`src/rtl/vend_pkg.sv`:
```
// Shared types for the vending dispenser: FSM states, change codes and
// the queued sale entry layout.
package vend_pkg;

    typedef enum logic [2:0] {
        ST_IDLE,
        ST_ITEM_DRV,
        ST_ITEM_WAIT,
        ST_COIN_DRV,
        ST_COIN_WAIT,
        ST_GAP,
        ST_FINISH
    } state_e;

    localparam logic [1:0] CHG_NONE = 2'b00;
    localparam logic [1:0] CHG_HALF = 2'b01;
    localparam logic [1:0] CHG_ONE  = 2'b10;
    localparam logic [1:0] CHG_BAD  = 2'b11;

    typedef struct packed {
        logic       thing;
        logic [1:0] coins;
    } entry_t;

    // Invalid code pays nothing; its item part (if any) is still honoured.
    function automatic logic [1:0] decode_coins(input logic [1:0] code);
        logic [1:0] n;
        case (code)
            CHG_HALF: n = 2'd1;
            CHG_ONE:  n = 2'd2;
            default:  n = 2'd0;
        endcase
        return n;
    endfunction

endpackage

```
`src/rtl/sync_fifo.sv`:
```
// Single-clock FIFO with wrap-bit pointers; pop on empty and push on full
// (without a same-cycle pop) are ignored.
module sync_fifo #(
    parameter int unsigned WIDTH = 3,
    parameter int unsigned DEPTH = 4
) (
    input  logic             clk,
    input  logic             rst,
    input  logic             push_i,
    input  logic             pop_i,
    input  logic [WIDTH-1:0] din_i,
    output logic [WIDTH-1:0] dout_o,
    output logic             full_o,
    output logic             empty_o
);

    localparam int unsigned AW = $clog2(DEPTH);
    localparam logic [AW:0] PTR_ONE = {{AW{1'b0}}, 1'b1};

    logic [WIDTH-1:0] mem_q [DEPTH];
    logic [AW:0]      wr_ptr_q;
    logic [AW:0]      rd_ptr_q;
    logic             do_push;
    logic             do_pop;

    assign empty_o = (wr_ptr_q == rd_ptr_q);
    assign full_o  = (wr_ptr_q[AW] != rd_ptr_q[AW]) &&
                     (wr_ptr_q[AW-1:0] == rd_ptr_q[AW-1:0]);
    assign do_pop  = pop_i && !empty_o;
    assign do_push = push_i && (!full_o || do_pop);
    assign dout_o  = mem_q[rd_ptr_q[AW-1:0]];

    always_ff @(posedge clk) begin
        if (rst) begin
            wr_ptr_q <= '0;
            rd_ptr_q <= '0;
        end else begin
            if (do_push) wr_ptr_q <= wr_ptr_q + PTR_ONE;
            if (do_pop)  rd_ptr_q <= rd_ptr_q + PTR_ONE;
        end
    end

    always_ff @(posedge clk) begin
        if (do_push) mem_q[wr_ptr_q[AW-1:0]] <= din_i;
    end

endmodule

```
`src/rtl/vend_dispenser.sv`:
```
// Queues per-sale item/change results and drives the item and coin
// ejectors, confirming every action through the drop sensors.
//
// state      | meaning
// IDLE       | waiting; pops the next queued entry
// ITEM_DRV   | item ejector driven for PULSE_CYC cycles
// ITEM_WAIT  | waiting for item sensor (or timeout)
// COIN_DRV   | coin ejector driven for PULSE_CYC cycles
// COIN_WAIT  | waiting for coin sensor (or timeout)
// GAP        | settle time before the next coin
// FINISH     | entry complete, done pulse is high
module vend_dispenser
    import vend_pkg::*;
#(
    parameter int unsigned PULSE_CYC   = 50000,
    parameter int unsigned TIMEOUT_CYC = 5000000,
    parameter int unsigned GAP_CYC     = 25000,
    parameter int unsigned FIFO_DEPTH  = 4
) (
    input  logic       clk,
    input  logic       rst,
    input  logic       pi_thing,
    input  logic [1:0] pi_money,
    input  logic       item_sensor,
    input  logic       coin_sensor,
    output logic       item_eject,
    output logic       coin_eject,
    output logic       busy,
    output logic       done,
    output logic       overflow,
    output logic       fault,
    output logic       bad_code
);

    localparam int unsigned MAX_PT  = (PULSE_CYC > TIMEOUT_CYC) ? PULSE_CYC : TIMEOUT_CYC;
    localparam int unsigned CNT_MAX = (MAX_PT > GAP_CYC) ? MAX_PT : GAP_CYC;
    localparam int unsigned CNT_W   = $clog2(CNT_MAX + 1);

    localparam logic [CNT_W-1:0] PULSE_N      = CNT_W'(PULSE_CYC);
    localparam logic [CNT_W-1:0] TIMEOUT_LAST = CNT_W'(TIMEOUT_CYC - 1);
    localparam logic [CNT_W-1:0] GAP_LAST     = CNT_W'(GAP_CYC - 1);
    localparam logic [CNT_W-1:0] CNT_ONE      = CNT_W'(1);

    state_e           state_q;
    logic [CNT_W-1:0] cnt_q;
    logic [1:0]       cur_coins_q;
    logic             conf_q;
    logic             item_eject_q, coin_eject_q, done_q;
    logic             overflow_q, fault_q, bad_code_q;

    entry_t ev_entry, head;
    logic   ev_push, ev_bad, pop, fifo_full, fifo_empty;

    assign ev_bad         = (pi_money == CHG_BAD);
    assign ev_entry.thing = pi_thing;
    assign ev_entry.coins = decode_coins(pi_money);
    assign ev_push        = pi_thing || (ev_entry.coins != 2'd0);
    assign pop            = (state_q == ST_IDLE) && !fifo_empty;

    sync_fifo #(
        .WIDTH ($bits(entry_t)),
        .DEPTH (FIFO_DEPTH)
    ) u_fifo (
        .clk     (clk),
        .rst     (rst),
        .push_i  (ev_push),
        .pop_i   (pop),
        .din_i   (ev_entry),
        .dout_o  (head),
        .full_o  (fifo_full),
        .empty_o (fifo_empty)
    );

    always_ff @(posedge clk) begin
        if (rst) begin
            state_q      <= ST_IDLE;
            cnt_q        <= '0;
            cur_coins_q  <= 2'd0;
            conf_q       <= 1'b0;
            item_eject_q <= 1'b0;
            coin_eject_q <= 1'b0;
            done_q       <= 1'b0;
            overflow_q   <= 1'b0;
            fault_q      <= 1'b0;
            bad_code_q   <= 1'b0;
        end else begin
            done_q <= 1'b0;
            if (ev_bad) bad_code_q <= 1'b1;
            if (ev_push && fifo_full && !pop) overflow_q <= 1'b1;

            case (state_q)
                ST_IDLE: begin
                    if (!fifo_empty) begin
                        cur_coins_q <= head.coins;
                        cnt_q       <= '0;
                        conf_q      <= 1'b0;
                        state_q     <= head.thing ? ST_ITEM_DRV : ST_COIN_DRV;
                    end
                end
                ST_ITEM_DRV: begin
                    if (item_sensor) conf_q <= 1'b1;
                    if (cnt_q == PULSE_N) begin
                        item_eject_q <= 1'b0;
                        cnt_q        <= '0;
                        state_q      <= ST_ITEM_WAIT;
                    end else begin
                        item_eject_q <= 1'b1;
                        cnt_q        <= cnt_q + CNT_ONE;
                    end
                end
                ST_ITEM_WAIT: begin
                    if (conf_q) begin
                        conf_q <= 1'b0;
                        cnt_q  <= '0;
                        if (cur_coins_q != 2'd0) begin
                            state_q <= ST_GAP;
                        end else begin
                            done_q  <= 1'b1;
                            state_q <= ST_FINISH;
                        end
                    end else if (cnt_q == TIMEOUT_LAST) begin
                        fault_q     <= 1'b1;
                        cur_coins_q <= 2'd0;
                        done_q      <= 1'b1;
                        state_q     <= ST_FINISH;
                    end else begin
                        if (item_sensor) conf_q <= 1'b1;
                        cnt_q <= cnt_q + CNT_ONE;
                    end
                end
                ST_COIN_DRV: begin
                    if (coin_sensor) conf_q <= 1'b1;
                    if (cnt_q == PULSE_N) begin
                        coin_eject_q <= 1'b0;
                        cnt_q        <= '0;
                        state_q      <= ST_COIN_WAIT;
                    end else begin
                        coin_eject_q <= 1'b1;
                        cnt_q        <= cnt_q + CNT_ONE;
                    end
                end
                ST_COIN_WAIT: begin
                    if (conf_q) begin
                        conf_q      <= 1'b0;
                        cnt_q       <= '0;
                        cur_coins_q <= cur_coins_q - 2'd1;
                        if (cur_coins_q > 2'd1) begin
                            state_q <= ST_GAP;
                        end else begin
                            done_q  <= 1'b1;
                            state_q <= ST_FINISH;
                        end
                    end else if (cnt_q == TIMEOUT_LAST) begin
                        fault_q     <= 1'b1;
                        cur_coins_q <= 2'd0;
                        done_q      <= 1'b1;
                        state_q     <= ST_FINISH;
                    end else begin
                        if (coin_sensor) conf_q <= 1'b1;
                        cnt_q <= cnt_q + CNT_ONE;
                    end
                end
                ST_GAP: begin
                    if (cnt_q == GAP_LAST) begin
                        cnt_q   <= '0;
                        state_q <= ST_COIN_DRV;
                    end else begin
                        cnt_q <= cnt_q + CNT_ONE;
                    end
                end
                ST_FINISH: state_q <= ST_IDLE;
                default:   state_q <= ST_IDLE;
            endcase
        end
    end

    assign item_eject = item_eject_q;
    assign coin_eject = coin_eject_q;
    assign done       = done_q;
    assign overflow   = overflow_q;
    assign fault      = fault_q;
    assign bad_code   = bad_code_q;
    assign busy       = (state_q != ST_IDLE) || !fifo_empty;

endmodule

```
`config.mk`:
```
export PLATFORM = sky130hd
export DESIGN_NAME = vend_dispenser
export DESIGN_NICKNAME = d
export VERILOG_FILES = /design/src/rtl/vend_pkg.sv /design/src/rtl/sync_fifo.sv /design/src/rtl/vend_dispenser.sv
export SDC_FILE = /design/constraint.sdc
export NUM_CORES = 1
export LEC_CHECK = 0
export CAP_MARGIN = 5
export CORE_MARGIN = 8
export CORE_UTILIZATION = 42
export CTS_CLUSTER_DIAMETER = 30
export CTS_CLUSTER_SIZE = 16
export DETAILED_ROUTE_END_ITERATION = 8
export PLACE_DENSITY = 0.58
export SKIP_CTS_REPAIR_TIMING = 1
export SLEW_MARGIN = 30
export SYNTH_ARGS = -nofsm -noshare
export SYNTH_HDL_FRONTEND = slang
export SYNTH_SLANG_ARGS = --single-unit
```
`constraint.sdc`:
```
create_clock -name clk -period 2.2 [get_ports clk]
set_clock_uncertainty 0.2 [all_clocks]
set_input_delay 0.44 -clock clk [delete_from_list [all_inputs] [get_ports clk]]
set_output_delay 0.44 -clock clk [all_outputs]
set_load 0.03 [all_outputs]
```
# Word level (Yosys, flattened, before mapping)
# Memory sizes are Yosys's and may differ from the RTL's. A register that Yosys moved wholly into a read port is not among the register bits.
# Cells that the tools add are included.
# classes
bitwise_logic	1
n_lt_le_gt_ge	1
n_mul	0
muxes	44
div_mod_pow	0
n_eq_ne	22
shift	0
n_addsub	4
n_reduce_logical	26
# ops
op	n
2-to-1 mux 23 bit	5
case mux 23 bit (4 select lines)	1
adder 23 x 1 -> 23 bit, second input constant	1
== test 23 x 15 -> 1 bit, second input constant	1
== test 23 x 16 -> 1 bit, second input constant	1
== test 23 bit, second input constant	1
2-to-1 mux 3 bit	7
2-to-1 mux 2 bit	9
case mux 3 bit (6 select lines)	1
2-to-1 mux 1 bit	17
!= test 2 bit, second input constant	7
AND reduction 3 bit	3
AND reduction 4 bit	2
adder 3 x 1 -> 3 bit, second input constant	2
== test 3 x 2 -> 1 bit, second input constant	2
== test 3 bit, second input constant	2
logical AND 1 bit	6
case mux 2 bit (3 select lines)	1
nonzero test 3 bit	2
case mux 1 bit (5 select lines)	1
nonzero test 5 bit	1
== test 2 bit, second input constant	2
case mux 2 bit (2 select lines)	1
nonzero test 2 bit	2
15 further kinds	20
# totals
latchBits	0
n_memories	1
ramBits	12
register_bits	41
mem_bits_ro	0
inputBits	7
output_inout_bits	7
# mem_list
memory	depth	word_bits	read_ports	rd_ports_with_merged_regs	write_ports	line_no	source
u_fifo.mem_q	4	3	1	1	1	sync_fifo.sv:20	logic [WIDTH-1:0] mem_q [DEPTH];

# Longest topological paths before layout
# depth
depth_word	8
mapped_depth	9
depth_no_buf	8

# Cells and area by module
# From an unflattened synthesis, not the netlist that was laid out.
# hier_totals
hier_cells	350
hier_area_um2	3240.6
# by_module_without_submodules
module	n_inst	area_per_inst_um2	cells_each	seq_area_each_um2
vend_dispenser	1	2269.7	280	700.7
sync_fifo	1	970.9	70	520.5

# Worst setup path before layout
# Ideal clock, no wire load.
# synth_timing
path_type	register to register
start	reg cnt_q[0]
end	reg cnt_q[5]
period_less_slack_ps	2262
stages_incl_launch_ff	9
path_buffers	1
t_arrival_ps	1987
setup_time_ps	74
slack_ps	-62
path_cell_list	dfxtp_1 inv_1 ha_1 and3_4 a31o_4 o221a_4 buf_6 or4_1 a31oi_1
# synth_between
elab_chain_len	4
word_cells_on_any_way	11
cone_classes	add/sub (1); eq/ne (4); mux (5); reduce/logical (1)
# synth_lines
item	line_no	source
start, declared	vend_dispenser.sv:45	logic [CNT_W-1:0] cnt_q;
start signal, assigned	vend_dispenser.sv:108	cnt_q <= cnt_q + CNT_ONE;
start signal, assigned	vend_dispenser.sv:128	cnt_q <= cnt_q + CNT_ONE;
start signal, assigned	vend_dispenser.sv:139	cnt_q <= cnt_q + CNT_ONE;
adder 23 x 1 -> 23 bit	n/a	
2-to-1 mux 23 bit	vend_dispenser.sv:121, vend_dispenser.sv:153	
2-to-1 mux 23 bit	vend_dispenser.sv:143	if (conf_q) begin
case mux 23 bit (4 select lines)	vend_dispenser.sv:91	case (state_q)
# Parallel ways exist; a longest one is shown, timed or not. The select of a mux whose other input is x is not followed.
# A chain may end at the register's enable or synchronous reset.

# Worst setup path in the final report
# layout_timing
start	reg cnt_q[0]
end	reg cnt_q[17]
# Same word-level chain as after synthesis.

==> results by group <==
Run status
  • Status: finished, violations left
  • Failing checks: negative setup slack

Floorplan
  • Initial Utilization: 43.25%
  • Die Y: 102.2 µm
  • Core area: 7214 µm²
  • Ports: 14
  • Die span in x: 102.2 µm
  • Num rows: 31
  • Full die area: 10440 µm²

Synthesis
  • Synth area leaders: dfxtp_1 (28%), edfxtp_1 (12%), ha_1 (4.8%)
  • Synth Instances: 353
  • Most common cell in the netlist: dfxtp_1
  • Commonest cells in the netlist: dfxtp_1 (43), nor2_1 (38), nand2_1 (37)
  • Avg Inst Size Synth: 8.840 µm²
  • Post-synth top area share: 27.59%
  • Area of the mapped netlist: 3120 µm²
  • Syn_nets: 372
  • Synth warn: 0
  • Post-synth top flop: dfxtp_1
  • Seq/Total Area, Yosys: 39.13%
  • FFs w/ async S/R, synth: 0%
  • Number of synthesized flops with an enable pin: 12
  • Synth area leader: dfxtp_1
  • Distinct cells, synth: 56
  • Synthesized flop and latch total: 55

Min path
  • Hold Path Class: reg -> reg
  • WHS Endpoint: fault
  • Hold Crit Depth: 2
  • Min-delay src: fault

CTS
  • H-tree Lvls: 2
  • Clock buffer count from CTS: 5
  • Clock Root Buffer: clkbuf_8
  • CTS tree: yes
  • Clock latency on the worst-skew pair: 0.32 ns
  • CTS sink cnt: 55
  • Bufs on Longest Clock Path: 2
  • Clock-pin slew of the registers on the worst-case setup and hold paths: 0.11 ns

Placement
  • Placed Cells: 510
  • I/O Buffers: 13
  • Post-DP Area: 3736 µm²
  • GP Congestion: 0.8155
  • Setup slack at placement: -0.1835 ns
  • DP HPWL: 5584 µm

Timing
  • Pins over their slew limit: 0
  • Period utilization: 100.1%
  • Worst Tran Pin Value: 0.4876 ns
  • Slew margin rel.: 67.19%
  • Endpoints failing setup: 1
  • Max Freq: 0.4543 GHz
  • WHS: 0.2800 ns
  • Final Critical Period: 2.201 ns
  • Final hold vios: 0
  • RSZ-0062 raised after global routing: true
  • Setup WS post-layout: -0.001168 ns

Routing
  • Routed wire length: 7795 µm
  • Vias: 2854
  • Drc violations: 0
  • 1st-iter DRT viols: 119
  • Avg WL per Cell: 14.88 µm
  • First-pass DRT Iterations: 4
  • Vias per cell: 5.447
  • Number of nets with antenna violations after routing: 0

Setup path
  • Critical-path cell list: inv_2 -> ha_4 -> and3_4 -> a31o_4 -> o221a_4 -> or4_1 -> a21oi_2
  • Crit path max-delay family: compound AO/OA/AOI/OAI gates
  • Slowest stage cell on the critical path: or4_1
  • CP required: 2.26 ns
  • RR Endpoint: cnt_q[17]
  • Worst path arrival time: 2.26 ns
  • CP Max Fanout: 7
  • FF-to-FF path depth: 7
  • Critical path class: reg -> reg
  • Worst reg2reg startpoint: cnt_q[0]
  • Crit path buffers/inverters: 1
  • Peak per-stage delay on the critical path: 0.50 ns
  • FF-to-FF setup slack: -0.001 ns
  • Startpoint Class: register
  • CP endpoint kind: register

Run
  • Max-Cap Viols: 0

Power and ir drop
  • Power Dens Cells: 927.1 nW/µm²
  • Total power draw: 3.801 mW
  • Internal power: 2.266 mW
  • Combinational power share: 50.1%
  • Sw power: 1.535 mW
  • Clk network pwr share: 15.9%
  • Max IR drop VDD: 0.4967 mV
  • Sequential cell fraction of total power: 34.0%
  • Static Leak: 1.541 nW
  • Switching fraction of total power: 40.39%

Global routing
  • Largest net degree at the start of global routing: 20
  • First-pass GRT wire length: 12300 µm
  • Initial antenna violation count: 0
  • Vias in the first global route: 2699
  • Grt ovf: 0
  • Total Routing Usage GR: 14.57%

Finish
  • Finished Cell Area: 4100 µm²
  • Syn-to-layout area delta: 31.40%
  • # fillers: 673
  • Total Nets Final: 443
  • Share of cells above drive strength 1: 31.53%
  • Area of the multi-input gates: 1926 µm²
  • Non-filler instance count after layout: 524
  • Ant diodes: 0
  • Register area: 1240 µm²
through the flow:
step                utilization, %   TNS (ns)
floorplan                        -          0
global placement             51.79     -2.396
detailed placement           51.79     -3.773
CTS                          53.14     -2.496
global route                 56.83    -0.4012
finish                       56.83  -0.001168
worst max path at each step:
stage	from	end	slack (ns)	depth (start not counted)
2_1_floorplan	cnt_q[0]	cnt_q[10]	0.007	8
3_3_place_gp	pi_money[0]	u_fifo.mem_q[3][1]	-0.15	6
3_5_place_dp	pi_money[0]	u_fifo.wr_ptr_q[2]	-0.18	8
4_1_cts	cnt_q[14]	cnt_q[2]	-0.19	7
5_1_grt	cnt_q[0]	cnt_q[17]	-0.07	7
6_report	cnt_q[0]	cnt_q[17]	-0.001	7
state kept, by name, summed over array words and instances, names as in the netlist, named ones only:
register,count
u_fifo.rd_ptr_q,3
cur_coins_q,2
bad_code,1
coin_eject,1
state_q,3
cnt_q,23
overflow,1
item_eject,1
conf_q,1
done,1
u_fifo.wr_ptr_q,3
fault,1
u_fifo.mem_q,12
placed cells by master, fill, tap and decap left out, types with 8 or more instances in the layout:
| master | n |
|---|---|
| inv_1 | 10 |
| edfxtp_1 | 12 |
| ha_1 | 10 |
| nand3_1 | 23 |
| dfxtp_1 | 30 |
| nor2_1 | 35 |
| a31oi_1 | 13 |
| clkdlybuf4s50_1 | 12 |
| o21ai_0 | 8 |
| dfxtp_2 | 12 |
| nand4_1 | 11 |
| xor2_1 | 10 |
| nand2_1 | 37 |
| buf_4 | 66 |
power by group through the flow:
stage / registers, mW / logic (mW) / clock network, mW
floorplan: 1.29 / 1.10 / 0
global placement: 1.29 / 1.61 / 0
detailed placement: 1.29 / 1.62 / 0
CTS: 1.27 / 1.63 / 0.619
global route: 1.31 / 2.07 / 0.652
finish: 1.29 / 1.91 / 0.604
worst register-to-register path, stage by stage (launching register included):
cell	delay (ns)
dfxtp_4	0.39
inv_2	0.06
ha_4	0.15
and3_4	0.15
a31o_4	0.26
o221a_4	0.31
or4_1	0.50
a21oi_2	0.13
layout make-up:
type | count | share of cell area, %
Clock buffer | 5 | 1.678
Clock inverter | 3 | 0.7019
Inverter | 11 | 1.007
Multi-Input combinational cell | 268 | 46.96
Sequential cell | 55 | 30.24
Tap cell | 99 | 3.021
Timing Repair Buffer | 83 | 16.39
layer usage:
| layer | wire [µm] | GRT usage, % |
|---|---|---|
| met1 | 3785 | 19.39 |
| met2 | 3651 | 23.14 |
| met3 | 290 | 2.384 |
| met4 | 67 | 5.192 |
| met5 | 0 | 0 |
cells by family after synthesis:
kind of cell               Yosys count  share of synthesized area, %
and+or+nand+nor                    175                         29.95
AOI/OAI and AO/OA                   56                         12.55
DFF                                 55                         39.13
buffers and inverters               31                         5.373
xor gates and xnor gates            18                         5.052
adders and majority gates           12                         4.811
muxes                                6                         3.127
Note: power is estimated with default switching activity, not from simulation.
